--- src/rtl/multicycle_control_if.sv ---
// Control bus between the multi-cycle CPU controller and its decoder/datapath.
interface multicycle_control_if #(
   parameter int OPCODE_SIZE = 4,
   parameter int COUNT_WIDTH = 32
);
   logic                   execute;
   logic                   single_step;
   logic                   step_pulse;
   logic [OPCODE_SIZE-1:0] opcode;
   logic                   is_alu_operation;
   logic                   alu_done;
   logic                   mem_ready;
   logic                   mem_req;
   logic                   do_fetch;
   logic                   do_reg_load;
   logic                   do_alu;
   logic                   do_mem_load;
   logic                   do_mem_store;
   logic                   do_reg_store;
   logic                   do_next;
   logic                   do_reset;
   logic                   do_halt;
   logic                   halted;
   logic                   fault;
   logic [1:0]             fault_code;
   logic [COUNT_WIDTH-1:0] instr_count;
   logic [3:0]             state;

   modport master (
      input  execute, single_step, step_pulse, opcode, is_alu_operation, alu_done, mem_ready,
      output mem_req, do_fetch, do_reg_load, do_alu, do_mem_load, do_mem_store, do_reg_store,
             do_next, do_reset, do_halt, halted, fault, fault_code, instr_count, state
   );

   modport slave (
      output execute, single_step, step_pulse, opcode, is_alu_operation, alu_done, mem_ready,
      input  mem_req, do_fetch, do_reg_load, do_alu, do_mem_load, do_mem_store, do_reg_store,
             do_next, do_reset, do_halt, halted, fault, fault_code, instr_count, state
   );
endinterface

--- src/rtl/multicycle_control.sv ---
// Second-generation multi-cycle CPU control FSM: memory handshake with timeout,
// multi-cycle ALU, single-step pause and sticky halt/fault reporting.
module multicycle_control #(
   parameter int                     OPCODE_SIZE = 4,
   parameter int                     MEM_TIMEOUT = 16,
   parameter int                     COUNT_WIDTH = 32,
   parameter logic [OPCODE_SIZE-1:0] OP_LOAD     = OPCODE_SIZE'(8),
   parameter logic [OPCODE_SIZE-1:0] OP_STORE    = OPCODE_SIZE'(9),
   parameter logic [OPCODE_SIZE-1:0] OP_LUI      = OPCODE_SIZE'(10),
   parameter logic [OPCODE_SIZE-1:0] OP_LI       = OPCODE_SIZE'(11),
   parameter logic [OPCODE_SIZE-1:0] OP_BEQ      = OPCODE_SIZE'(12),
   parameter logic [OPCODE_SIZE-1:0] OP_BNE      = OPCODE_SIZE'(13),
   parameter logic [OPCODE_SIZE-1:0] OP_HALT     = OPCODE_SIZE'(15)
) (
   input logic                  clock,
   input logic                  reset_n,
   multicycle_control_if.master bus
);
   typedef enum logic [3:0] {
      S_RESET     = 4'd0,
      S_FETCH     = 4'd1,
      S_REGLOAD   = 4'd2,
      S_ALU       = 4'd3,
      S_LOAD      = 4'd4,
      S_STORE     = 4'd5,
      S_REGSTORE  = 4'd6,
      S_NEXT      = 4'd7,
      S_HALT      = 4'd8,
      S_STEP_WAIT = 4'd9
   } state_t;

   localparam int                WAIT_W     = $clog2(MEM_TIMEOUT + 2);
   localparam bit                TIMEOUT_EN = (MEM_TIMEOUT != 0);
   localparam logic [WAIT_W-1:0] WAIT_LAST  = WAIT_W'(TIMEOUT_EN ? MEM_TIMEOUT - 1 : 0);

   state_t                 state_q, state_d;
   logic [WAIT_W-1:0]      wait_q, wait_d;
   logic                   halted_q, halted_d;
   logic                   fault_q, fault_d;
   logic [1:0]             code_q, code_d;
   logic [COUNT_WIDTH-1:0] count_q, count_d;
   logic                   mem_state;
   logic                   timed_out;

   always_ff @(posedge clock or negedge reset_n) begin
      if (!reset_n) begin
         state_q  <= S_RESET;
         wait_q   <= '0;
         halted_q <= 1'b0;
         fault_q  <= 1'b0;
         code_q   <= 2'b00;
         count_q  <= '0;
      end else begin
         state_q  <= state_d;
         wait_q   <= wait_d;
         halted_q <= halted_d;
         fault_q  <= fault_d;
         code_q   <= code_d;
         count_q  <= count_d;
      end
   end

   always_comb begin
      state_d   = state_q;
      wait_d    = wait_q;
      halted_d  = halted_q;
      fault_d   = fault_q;
      code_d    = code_q;
      count_d   = count_q;
      mem_state = (state_q == S_FETCH) || (state_q == S_LOAD) || (state_q == S_STORE);
      // A ready arriving on the last allowed wait edge completes the access instead.
      timed_out = TIMEOUT_EN && mem_state && !bus.mem_ready && (wait_q == WAIT_LAST);
      if (bus.execute) begin
         case (state_q)
            S_RESET:    state_d = S_FETCH;
            S_FETCH:    if (bus.mem_ready) state_d = S_REGLOAD;
            S_REGLOAD: begin
               if (bus.is_alu_operation)                            state_d = S_ALU;
               else if (bus.opcode == OP_LOAD)                      state_d = S_LOAD;
               else if (bus.opcode == OP_STORE)                     state_d = S_STORE;
               else if (bus.opcode == OP_LUI || bus.opcode == OP_LI)  state_d = S_REGSTORE;
               else if (bus.opcode == OP_BEQ || bus.opcode == OP_BNE) state_d = S_NEXT;
               else if (bus.opcode == OP_HALT)                      state_d = S_HALT;
               else begin
                  state_d = S_HALT;
                  fault_d = 1'b1;
                  code_d  = 2'b01;
               end
            end
            S_ALU:       if (bus.alu_done) state_d = S_REGSTORE;
            S_LOAD:      if (bus.mem_ready) state_d = S_REGSTORE;
            S_STORE:     if (bus.mem_ready) state_d = S_NEXT;
            S_REGSTORE:  state_d = S_NEXT;
            S_NEXT: begin
               state_d = bus.single_step ? S_STEP_WAIT : S_FETCH;
               count_d = count_q + COUNT_WIDTH'(1);
            end
            S_STEP_WAIT: if (bus.step_pulse || !bus.single_step) state_d = S_FETCH;
            S_HALT:      state_d = S_HALT;
            default:     state_d = S_RESET;
         endcase
         if (timed_out) begin
            state_d = S_HALT;
            fault_d = 1'b1;
            code_d  = 2'b10;
         end
         if (state_d == S_HALT) halted_d = 1'b1;
         // Any state change clears the counter, so each memory access starts from zero.
         if (state_d != state_q) wait_d = '0;
         else if (mem_state && !bus.mem_ready) wait_d = wait_q + WAIT_W'(1);
      end
   end

   assign bus.mem_req      = bus.execute && mem_state;
   assign bus.do_fetch     = bus.execute && bus.mem_ready && (state_q == S_FETCH);
   assign bus.do_mem_load  = bus.execute && bus.mem_ready && (state_q == S_LOAD);
   assign bus.do_mem_store = bus.execute && bus.mem_ready && (state_q == S_STORE);
   assign bus.do_reg_load  = bus.execute && (state_q == S_REGLOAD);
   assign bus.do_alu       = bus.execute && (state_q == S_ALU);
   assign bus.do_reg_store = bus.execute && (state_q == S_REGSTORE);
   assign bus.do_next      = bus.execute && (state_q == S_NEXT);
   assign bus.do_reset     = (state_q == S_RESET) || !reset_n;
   assign bus.do_halt      = (state_q == S_HALT);
   assign bus.halted       = halted_q;
   assign bus.fault        = fault_q;
   assign bus.fault_code   = code_q;
   assign bus.instr_count  = count_q;
   assign bus.state        = state_q;
endmodule

--- src/flat_wrapper.sv ---
// flat-port wrapper written by rule: the top's interface ports become plain ports
module multicycle_control_flat 
#(
   parameter int                     OPCODE_SIZE = 4,
   parameter int                     MEM_TIMEOUT = 16,
   parameter int                     COUNT_WIDTH = 32,
   parameter logic [OPCODE_SIZE-1:0] OP_LOAD     = OPCODE_SIZE'(8),
   parameter logic [OPCODE_SIZE-1:0] OP_STORE    = OPCODE_SIZE'(9),
   parameter logic [OPCODE_SIZE-1:0] OP_LUI      = OPCODE_SIZE'(10),
   parameter logic [OPCODE_SIZE-1:0] OP_LI       = OPCODE_SIZE'(11),
   parameter logic [OPCODE_SIZE-1:0] OP_BEQ      = OPCODE_SIZE'(12),
   parameter logic [OPCODE_SIZE-1:0] OP_BNE      = OPCODE_SIZE'(13),
   parameter logic [OPCODE_SIZE-1:0] OP_HALT     = OPCODE_SIZE'(15)
)
  (clock, reset_n, bus_execute, bus_single_step, bus_step_pulse, bus_opcode, bus_is_alu_operation, bus_alu_done, bus_mem_ready, bus_mem_req, bus_do_fetch, bus_do_reg_load, bus_do_alu, bus_do_mem_load, bus_do_mem_store, bus_do_reg_store, bus_do_next, bus_do_reset, bus_do_halt, bus_halted, bus_fault, bus_fault_code, bus_instr_count, bus_state);
  multicycle_control_if #(.OPCODE_SIZE(OPCODE_SIZE), .COUNT_WIDTH(COUNT_WIDTH)) bus_i ();
  input logic clock;
  input logic reset_n;
  input wire logic [$bits(bus_i.execute)-1:0] bus_execute;
  input wire logic [$bits(bus_i.single_step)-1:0] bus_single_step;
  input wire logic [$bits(bus_i.step_pulse)-1:0] bus_step_pulse;
  input wire logic [$bits(bus_i.opcode)-1:0] bus_opcode;
  input wire logic [$bits(bus_i.is_alu_operation)-1:0] bus_is_alu_operation;
  input wire logic [$bits(bus_i.alu_done)-1:0] bus_alu_done;
  input wire logic [$bits(bus_i.mem_ready)-1:0] bus_mem_ready;
  output wire logic [$bits(bus_i.mem_req)-1:0] bus_mem_req;
  output wire logic [$bits(bus_i.do_fetch)-1:0] bus_do_fetch;
  output wire logic [$bits(bus_i.do_reg_load)-1:0] bus_do_reg_load;
  output wire logic [$bits(bus_i.do_alu)-1:0] bus_do_alu;
  output wire logic [$bits(bus_i.do_mem_load)-1:0] bus_do_mem_load;
  output wire logic [$bits(bus_i.do_mem_store)-1:0] bus_do_mem_store;
  output wire logic [$bits(bus_i.do_reg_store)-1:0] bus_do_reg_store;
  output wire logic [$bits(bus_i.do_next)-1:0] bus_do_next;
  output wire logic [$bits(bus_i.do_reset)-1:0] bus_do_reset;
  output wire logic [$bits(bus_i.do_halt)-1:0] bus_do_halt;
  output wire logic [$bits(bus_i.halted)-1:0] bus_halted;
  output wire logic [$bits(bus_i.fault)-1:0] bus_fault;
  output wire logic [$bits(bus_i.fault_code)-1:0] bus_fault_code;
  output wire logic [$bits(bus_i.instr_count)-1:0] bus_instr_count;
  output wire logic [$bits(bus_i.state)-1:0] bus_state;
  assign bus_i.execute = bus_execute;
  assign bus_i.single_step = bus_single_step;
  assign bus_i.step_pulse = bus_step_pulse;
  assign bus_i.opcode = bus_opcode;
  assign bus_i.is_alu_operation = bus_is_alu_operation;
  assign bus_i.alu_done = bus_alu_done;
  assign bus_i.mem_ready = bus_mem_ready;
  assign bus_mem_req = bus_i.mem_req;
  assign bus_do_fetch = bus_i.do_fetch;
  assign bus_do_reg_load = bus_i.do_reg_load;
  assign bus_do_alu = bus_i.do_alu;
  assign bus_do_mem_load = bus_i.do_mem_load;
  assign bus_do_mem_store = bus_i.do_mem_store;
  assign bus_do_reg_store = bus_i.do_reg_store;
  assign bus_do_next = bus_i.do_next;
  assign bus_do_reset = bus_i.do_reset;
  assign bus_do_halt = bus_i.do_halt;
  assign bus_halted = bus_i.halted;
  assign bus_fault = bus_i.fault;
  assign bus_fault_code = bus_i.fault_code;
  assign bus_instr_count = bus_i.instr_count;
  assign bus_state = bus_i.state;
  multicycle_control #(.OPCODE_SIZE(OPCODE_SIZE), .MEM_TIMEOUT(MEM_TIMEOUT), .COUNT_WIDTH(COUNT_WIDTH), .OP_LOAD(OP_LOAD), .OP_STORE(OP_STORE), .OP_LUI(OP_LUI), .OP_LI(OP_LI), .OP_BEQ(OP_BEQ), .OP_BNE(OP_BNE), .OP_HALT(OP_HALT)) u_core (.clock(clock), .reset_n(reset_n), .bus(bus_i));
endmodule
--- config.mk ---
export PLATFORM = sky130hd
export DESIGN_NAME = multicycle_control_flat
export DESIGN_NICKNAME = d
export VERILOG_FILES = /design/src/rtl/multicycle_control_if.sv /design/src/rtl/multicycle_control.sv /design/src/flat_wrapper.sv
export SDC_FILE = /design/constraint.sdc
export NUM_CORES = 1
export LEC_CHECK = 0
export BUFFER_PORTS_ARGS = -buffer_cell sky130_fd_sc_hd__clkbuf_2
export CORE_MARGIN = 2
export CORE_UTILIZATION = 36
export CTS_CLUSTER_SIZE = 14
export DETAILED_ROUTE_END_ITERATION = 6
export GPL_TIMING_DRIVEN = 1
export HOLD_SLACK_MARGIN = 0.12
export PLACE_DENSITY_LB_ADDON = 0.12
export SLEW_MARGIN = 20
export SYNTH_ARGS = -nofsm -noshare
export SYNTH_HDL_FRONTEND = slang
export SYNTH_SLANG_ARGS = --single-unit
--- constraint.sdc ---
create_clock -name clock -period 2.38 [get_ports clock]
set_input_delay 0.238 -clock clock [delete_from_list [all_inputs] [get_ports clock]]
set_output_delay 0.238 -clock clock [all_outputs]
set_load 0.02 [all_outputs]
# --- Word level (Yosys, flattened, before mapping) ---
# Index checks and enable logic that the tools add are counted.
word_totals:
  regBits: 45
  latchBits: 0
  mem_bits_rw: 0
  mem_bits_ro: 0
  input_bits: 12
  out_inout_bits: 50
  elab_cells: 92
  n_memories: 0
classes:
  n_addsub: 2
  multipliers: 0
  n_div: 0
  magnitude_cmp: 0
  n_eq_ne: 25
  shift: 0
  mux: 32
  bitwise: 0
  reduce_logical: 27
op_table:
  columns: ["cell", "n"]
  rows:
  - ["4-bit 2-to-1 mux", 13]
  - ["4-bit == test, second input constant", 10]
  - ["4-bit case mux with 10 select lines", 1]
  - ["32-bit by 1-bit adder with 32-bit output, second input constant", 1]
  - ["4-bit by 3-bit == test with 1-bit output, second input constant", 4]
  - ["2-bit 2-to-1 mux", 8]
  - ["2-bit by 1-bit inequality test with 1-bit output, second input constant", 6]
  - ["1-bit logical AND", 11]
  - ["5-bit 2-to-1 mux", 2]
  - ["4-bit by 2-bit == test with 1-bit output, second input constant", 2]
  - ["1-bit 2-to-1 mux", 8]
  - ["8-bit AND reduction", 1]
  - ["1-bit logical OR", 6]
  - ["2-bit AND reduction", 3]
  - ["5-bit by 1-bit adder with 5-bit output, second input constant", 1]
  - ["5-bit by 4-bit == test with 1-bit output, second input constant", 1]
  - ["4-bit by 1-bit == test with 1-bit output, second input constant", 1]
  - ["4-bit zero test", 1]
  - ["4-bit inequality test", 1]
  - ["2-bit nonzero test", 2]
  - ["1-bit zero test", 3]

# --- Logic depth before layout (Yosys ltp) ---
depth:
  depth_word: 13
  depth_mapped: 9
  mapped_depth_nobuf: 9

# --- Worst setup path after synthesis ---
# No wires, ideal clock.
synth_timing:
  kind: "reg-to-reg"
  start: "register u_core.state_q[1], in the netlist u_core.bus.state[1]"
  end: "register u_core.wait_q[3]"
  setup_time_ns: 0.090
  arrival_ns: 2.268
  required_ns: 2.290
  path_slack_ns: 0.022
  path_stages_with_launch: 7
  n_path_buf: 1
  period_less_slack_ns: 2.358
  cell_sequence: "dfrtp_1 > buf_2 > nor4_1 > or3_1 > a21o_4 > or4b_1 > o221ai_1"
synth_between:
  word_cells_on_any_way: 26
  classes_between: "eq/ne: 10; mux: 9; reduce/logical: 7"
synth_lines:
  columns: ["element", "line", "rtl"]
  rows:
  - ["start, declared", "multicycle_control.sv:36", "state_t state_q, state_d;"]
  - ["start signal, assigned", "multicycle_control.sv:54", "state_q <= state_d;"]
  - ["4-bit == test (*)", null, null]
  - ["via bus_do_halt", "flat_wrapper.sv:35", "output wire logic [$bits(bus_i.do_halt)-1:0] bus_do_halt;"]
  - ["4-bit case mux with 10 select lines (*)", "multicycle_control.sv:74", "case (state_q)"]
  - ["4-bit 2-to-1 mux (*)", "multicycle_control.sv:102", "if (timed_out) begin"]
  - ["4-bit 2-to-1 mux (*)", "multicycle_control.sv:73", "if (bus.execute) begin"]
  - ["4-bit inequality test (*)", "multicycle_control.sv:109", "if (state_d != state_q) wait_d = '0;"]
  - ["2-bit nonzero test (no line)", null, null]
  - ["2-bit AND reduction (no line)", null, null]
  - ["end signal, assigned", "multicycle_control.sv:55", "wait_q <= wait_d;"]
  - ["end, declared", "multicycle_control.sv:37", "logic [WAIT_W-1:0] wait_q, wait_d;"]
# The timed path passes the listed nets; every way through them passes the cells marked *. The select of a mux whose other input is x is not followed.
# A chain may end at the register's enable or synchronous reset.

# --- Worst setup path in the final report ---
layout_timing:
  start: "register u_core.state_q[1], in the netlist u_core.bus.state[1]"
  end: "register u_core.wait_q[3]"
layout_between:
  elab_chain_len: 10
  word_cells_on_any_way: 26
  classes_between: "eq/ne: 10; mux: 9; reduce/logical: 7"
layout_lines:
  columns: ["element"]
  rows:
  - ["parallel branches: the longest is 10 deep, another holds 4-bit case mux with 10 select lines"]
# Several ways; the timed one is not identified. The select of a mux whose other input is x is not followed.

==> flow_metrics.py <==
metrics = {
    "critical_path": {
        "r2r_slack_ns": 0.14,
        "path_delay_family": "simple AND/OR/NAND/NOR gates",
        "path_cells": "or4b_1, a21oi_1, or3_1, a21o_4, or4b_1, o221ai_1",
        "worstSetupPathType": "reg -> reg",
        "cp-end-kind": "flip-flop",
        "cp.depth": 6,
        "slowest_stage": "or4b_1",
        "crit_required_ns": 2.60,
        "timing.rr.start": "u_core.bus.state[1]",
        "path_buf_inv": 0,
        "cp-start-kind": "flip-flop",
        "critPathMaxStageDelay_ns": 0.55,
        "worstPathArrival_ns": 2.46,
        "rr_endpoint": "u_core.wait_q[3]",
        "ff2ff_path_depth": 6,
        "crit_path_max_fanout": 10,
        "crit_top_cell": "or4b_1",
    },
    "final_layout": {
        "drive_above_1_share_pct": 30.7,
        "area_growth_pct": 24.2,
        "utilization_pct": 46.1,
        "final_nets": 349,
        "n_antenna_cell": 0,
    },
    "synthesis": {
        "syn-num-nets": 277,
        "yosysSeqAreaShare_pct": 44.7,
        "dominantRegCellSynth": "dfrtp_1",
        "synth_edf_count": 0,
        "ys_types": 56,
        "avgSynthCellArea_um2": 9.62,
        "async_flop_share_pct": 100,
        "ys_ff_latch": 45,
        "syn_inst": 262,
        "syn_area_um2": 2520,
        "synth_warnings": 0,
    },
    "sta": {
        "min_period_over_period_pct": 94.3,
        "fin_setup_tns_ns": 0,
        "slew-limit-headroom_pct": 66.2,
        "rsz0062_at_grt": "no",
        "post-route-min-period_ns": 2.24,
        "max_freq_ghz": 0.446,
        "slew_violations": 0,
        "hold_violations": 0,
        "setup_viol_count_final": 0,
        "tightest_slew_ns": 0.503,
        "skew_ns": 0.00560,
    },
    "place": {
        "port_buffers": 61,
        "gp_congestion": 0.805,
        "dp_hpwl_mm": 4.56,
    },
    "clock_network": {
        "cts.clk_slew.worst_paths_ns": 0.08,
        "cts-htree-levels": 2,
        "cts_buffers": 5,
        "post_cts_buffers": 0,
        "cts_buffer_depth": 2,
        "tritoncts": "yes",
        "clockRootBuffer": "clkbuf_8",
        "cts_sinks": 45,
        "clk_latency_ns": 0.30,
    },
    "power": {
        "p_leak_nw": 1.45,
        "power_density_nw_per_um2": 858,
        "ir_worst_vdd_mv": 0.432,
    },
    "min_path": {
        "min_to": "u_core.bus.state[0]",
        "hold_class": "in -> reg",
        "min_path_cells": 2,
        "hold_start": "bus_execute",
    },
    "die": {
        "num_rows": 30,
        "initial_utilization_pct": 37.1,
        "coreArea_um2": 6790,
        "die_y_um": 87.7,
        "die-area_um2": 7690,
        "chipWidth_um": 87.7,
        "ioPinCount": 62,
    },
    "route": {
        "vias": 2195,
        "drcViolationCount": 0,
        "drt_iter0_markers": 96,
        "post_drt_wl_per_cell_um": 14.0,
        "antenna_left": 0,
        "viasPerCell": 5.09,
        "drt_first_pass_iters": 4,
        "detail_route.wirelength_mm": 6.03,
    },
    "global_routing": {
        "grt_start_max_net_pins": 31,
        "grtUsageTotal_pct": 16.3,
        "antenna_found_initial": 0,
        "grt_pass1_vias": 2064,
        "grt_overflow": 0,
        "grt_pass1_wl_mm": 9.84,
    },
    "job": {
        "maxCapViolations": 0,
    },
    "run_status": {
        "status": "finished, final reports clean",
    },
}
metrics by stage:
stage,instances,hold slack (ns),area (µm²),power (W),setup slack [ns]
final,431,0.281,3130,0.00268,0.136
after global routing,431,0.298,3130,0.00286,0.00373
after CTS,431,0.262,3110,0.00270,0.0765
after detailed placement,422,0.224,3000,0.00216,0.104
after global placement,422,0.223,3000,0.00216,0.167
after floorplan,262,-0.0576,2520,0.00181,0.0222
state kept, by name, indices dropped and copies added (netlist names):
register and cells:
u_core.bus.instr_count 32, u_core.bus.fault 1, u_core.wait_q 5, u_core.bus.fault_code 2
u_core.bus.state 4, u_core.bus.halted 1
logic make-up (layout without fill, tap and decap cells):
| group | count (synthesis) | count (layout) | share of synthesized area [%] |
|---|---|---|---|
| AOI/OAI and AO/OA | 39 | 39 | 11.8 |
| xor gates and xnor gates | 33 | 33 | 11.8 |
| adders and majority gates | 3 | 3 | 1.49 |
| buffers and inverters | 28 | 101 | 4.76 |
| DFF | 45 | 45 | 44.7 |
| muxes | 4 | 4 | 1.64 |
| and+or+nand+nor | 110 | 110 | 23.9 |
Yosys cell counts, drive strengths merged (2+ instances only):
cell	number	area share [%]
o32ai	2	0.69
mux2i	3	1.2
o21ai	6	1.3
xnor2	25	9.0
nor2b	2	0.50
a21o	4	1.5
or4b	3	1.2
nand3	14	2.8
dfrtp	45	45
xor2	8	2.8
nor2	21	3.2
clkbuf	4	0.60
or3	4	0.99
nor3	7	1.6
nand4	12	3.0
and3	3	0.74
a31oi	3	0.74
or2	2	0.50
nor4	5	1.5
nor4b	2	1.3
a21oi	9	1.8
buf	8	1.8
o22ai	2	0.50
a41oi	2	0.99
a211oi	2	0.99
nand3b	3	0.89
nor3b	3	0.89
nand2	26	3.9
ha	3	1.5
inv	16	2.4
final cells by class:
cell class,instances,area (µm²)
tap,96,120
sequential,45,1130
inverter,16,60.1
timing repair buffer,77,428
multi-input combinational,189,1290
clock inverter,1,5.00
clock buffer,7,96.3
fill,703,3660
per-layer routing:
metal,wire [µm],up-vias,track usage (%),part of all wire [%]
met3,260,7,3.02,4.3
met1,2970,1073,23.9,49
met4,55,0,4.34,0.91
met2,2750,47,24.9,46
met5,0,-,0,0
li1,-,1068,-,-
worst register-to-register path, cell delays in order, from the launching register on:
cell and delay [ns]:
dfrtp_1 0.50, or4b_1 0.55, a21oi_1 0.26, or3_1 0.19, a21o_4 0.15, or4b_1 0.43
o221ai_1 0.08
worst max-delay path by stage:
stage / from / endpoint / slack, ns
floorplan: u_core.bus.state[1] / u_core.wait_q[3] / 0.02
global placement: u_core.wait_q[0] / u_core.wait_q[4] / 0.17
detailed placement: u_core.wait_q[0] / u_core.wait_q[3] / 0.10
CTS: u_core.wait_q[0] / u_core.wait_q[3] / 0.08
global route: u_core.bus.state[1] / u_core.wait_q[3] / 0.004
finish: u_core.bus.state[1] / u_core.wait_q[3] / 0.14
what timing repair did:
item                                    4_1_cts  5_1_grt
endpoints found under the setup margin        0        3
hold buffers                                  1        0
gates resized for setup                       0        4
hold endpoints to repair                     15        0
placed cells by master, fill, tap and decap left out, types with 3 or more instances in the layout:
master | synthesis | layout
nand3b_1 | 3 | 3
dfrtp_1 | 45 | 45
nand4_1 | 12 | 12
a21o_1 | 3 | 3
or4b_1 | 3 | 3
inv_1 | 14 | 14
o21ai_0 | 3 | 3
xnor2_1 | 24 | 24
buf_4 | 0 | 15
and3_1 | 3 | 3
nor3_1 | 6 | 5
or3_1 | 4 | 4
nor2_1 | 20 | 20
clkbuf_8 | 0 | 7
xor2_1 | 8 | 8
mux2i_1 | 3 | 3
a21oi_1 | 9 | 9
nand2_1 | 26 | 26
nor4_1 | 4 | 3
clkbuf_2 | 0 | 61
nor3b_1 | 3 | 3
nand3_1 | 14 | 14
a31oi_1 | 3 | 3
power breakdown:
part	total (W)	internal, W	switching, W
Combinational	0.00122	0.000477	0.000738
Clock	0.000524	0.000263	0.000262
Sequential	0.000945	0.000849	0.0000955
Total	0.00268	0.00159	0.00110
No activity file was read; power rests on OpenSTA's default activity.
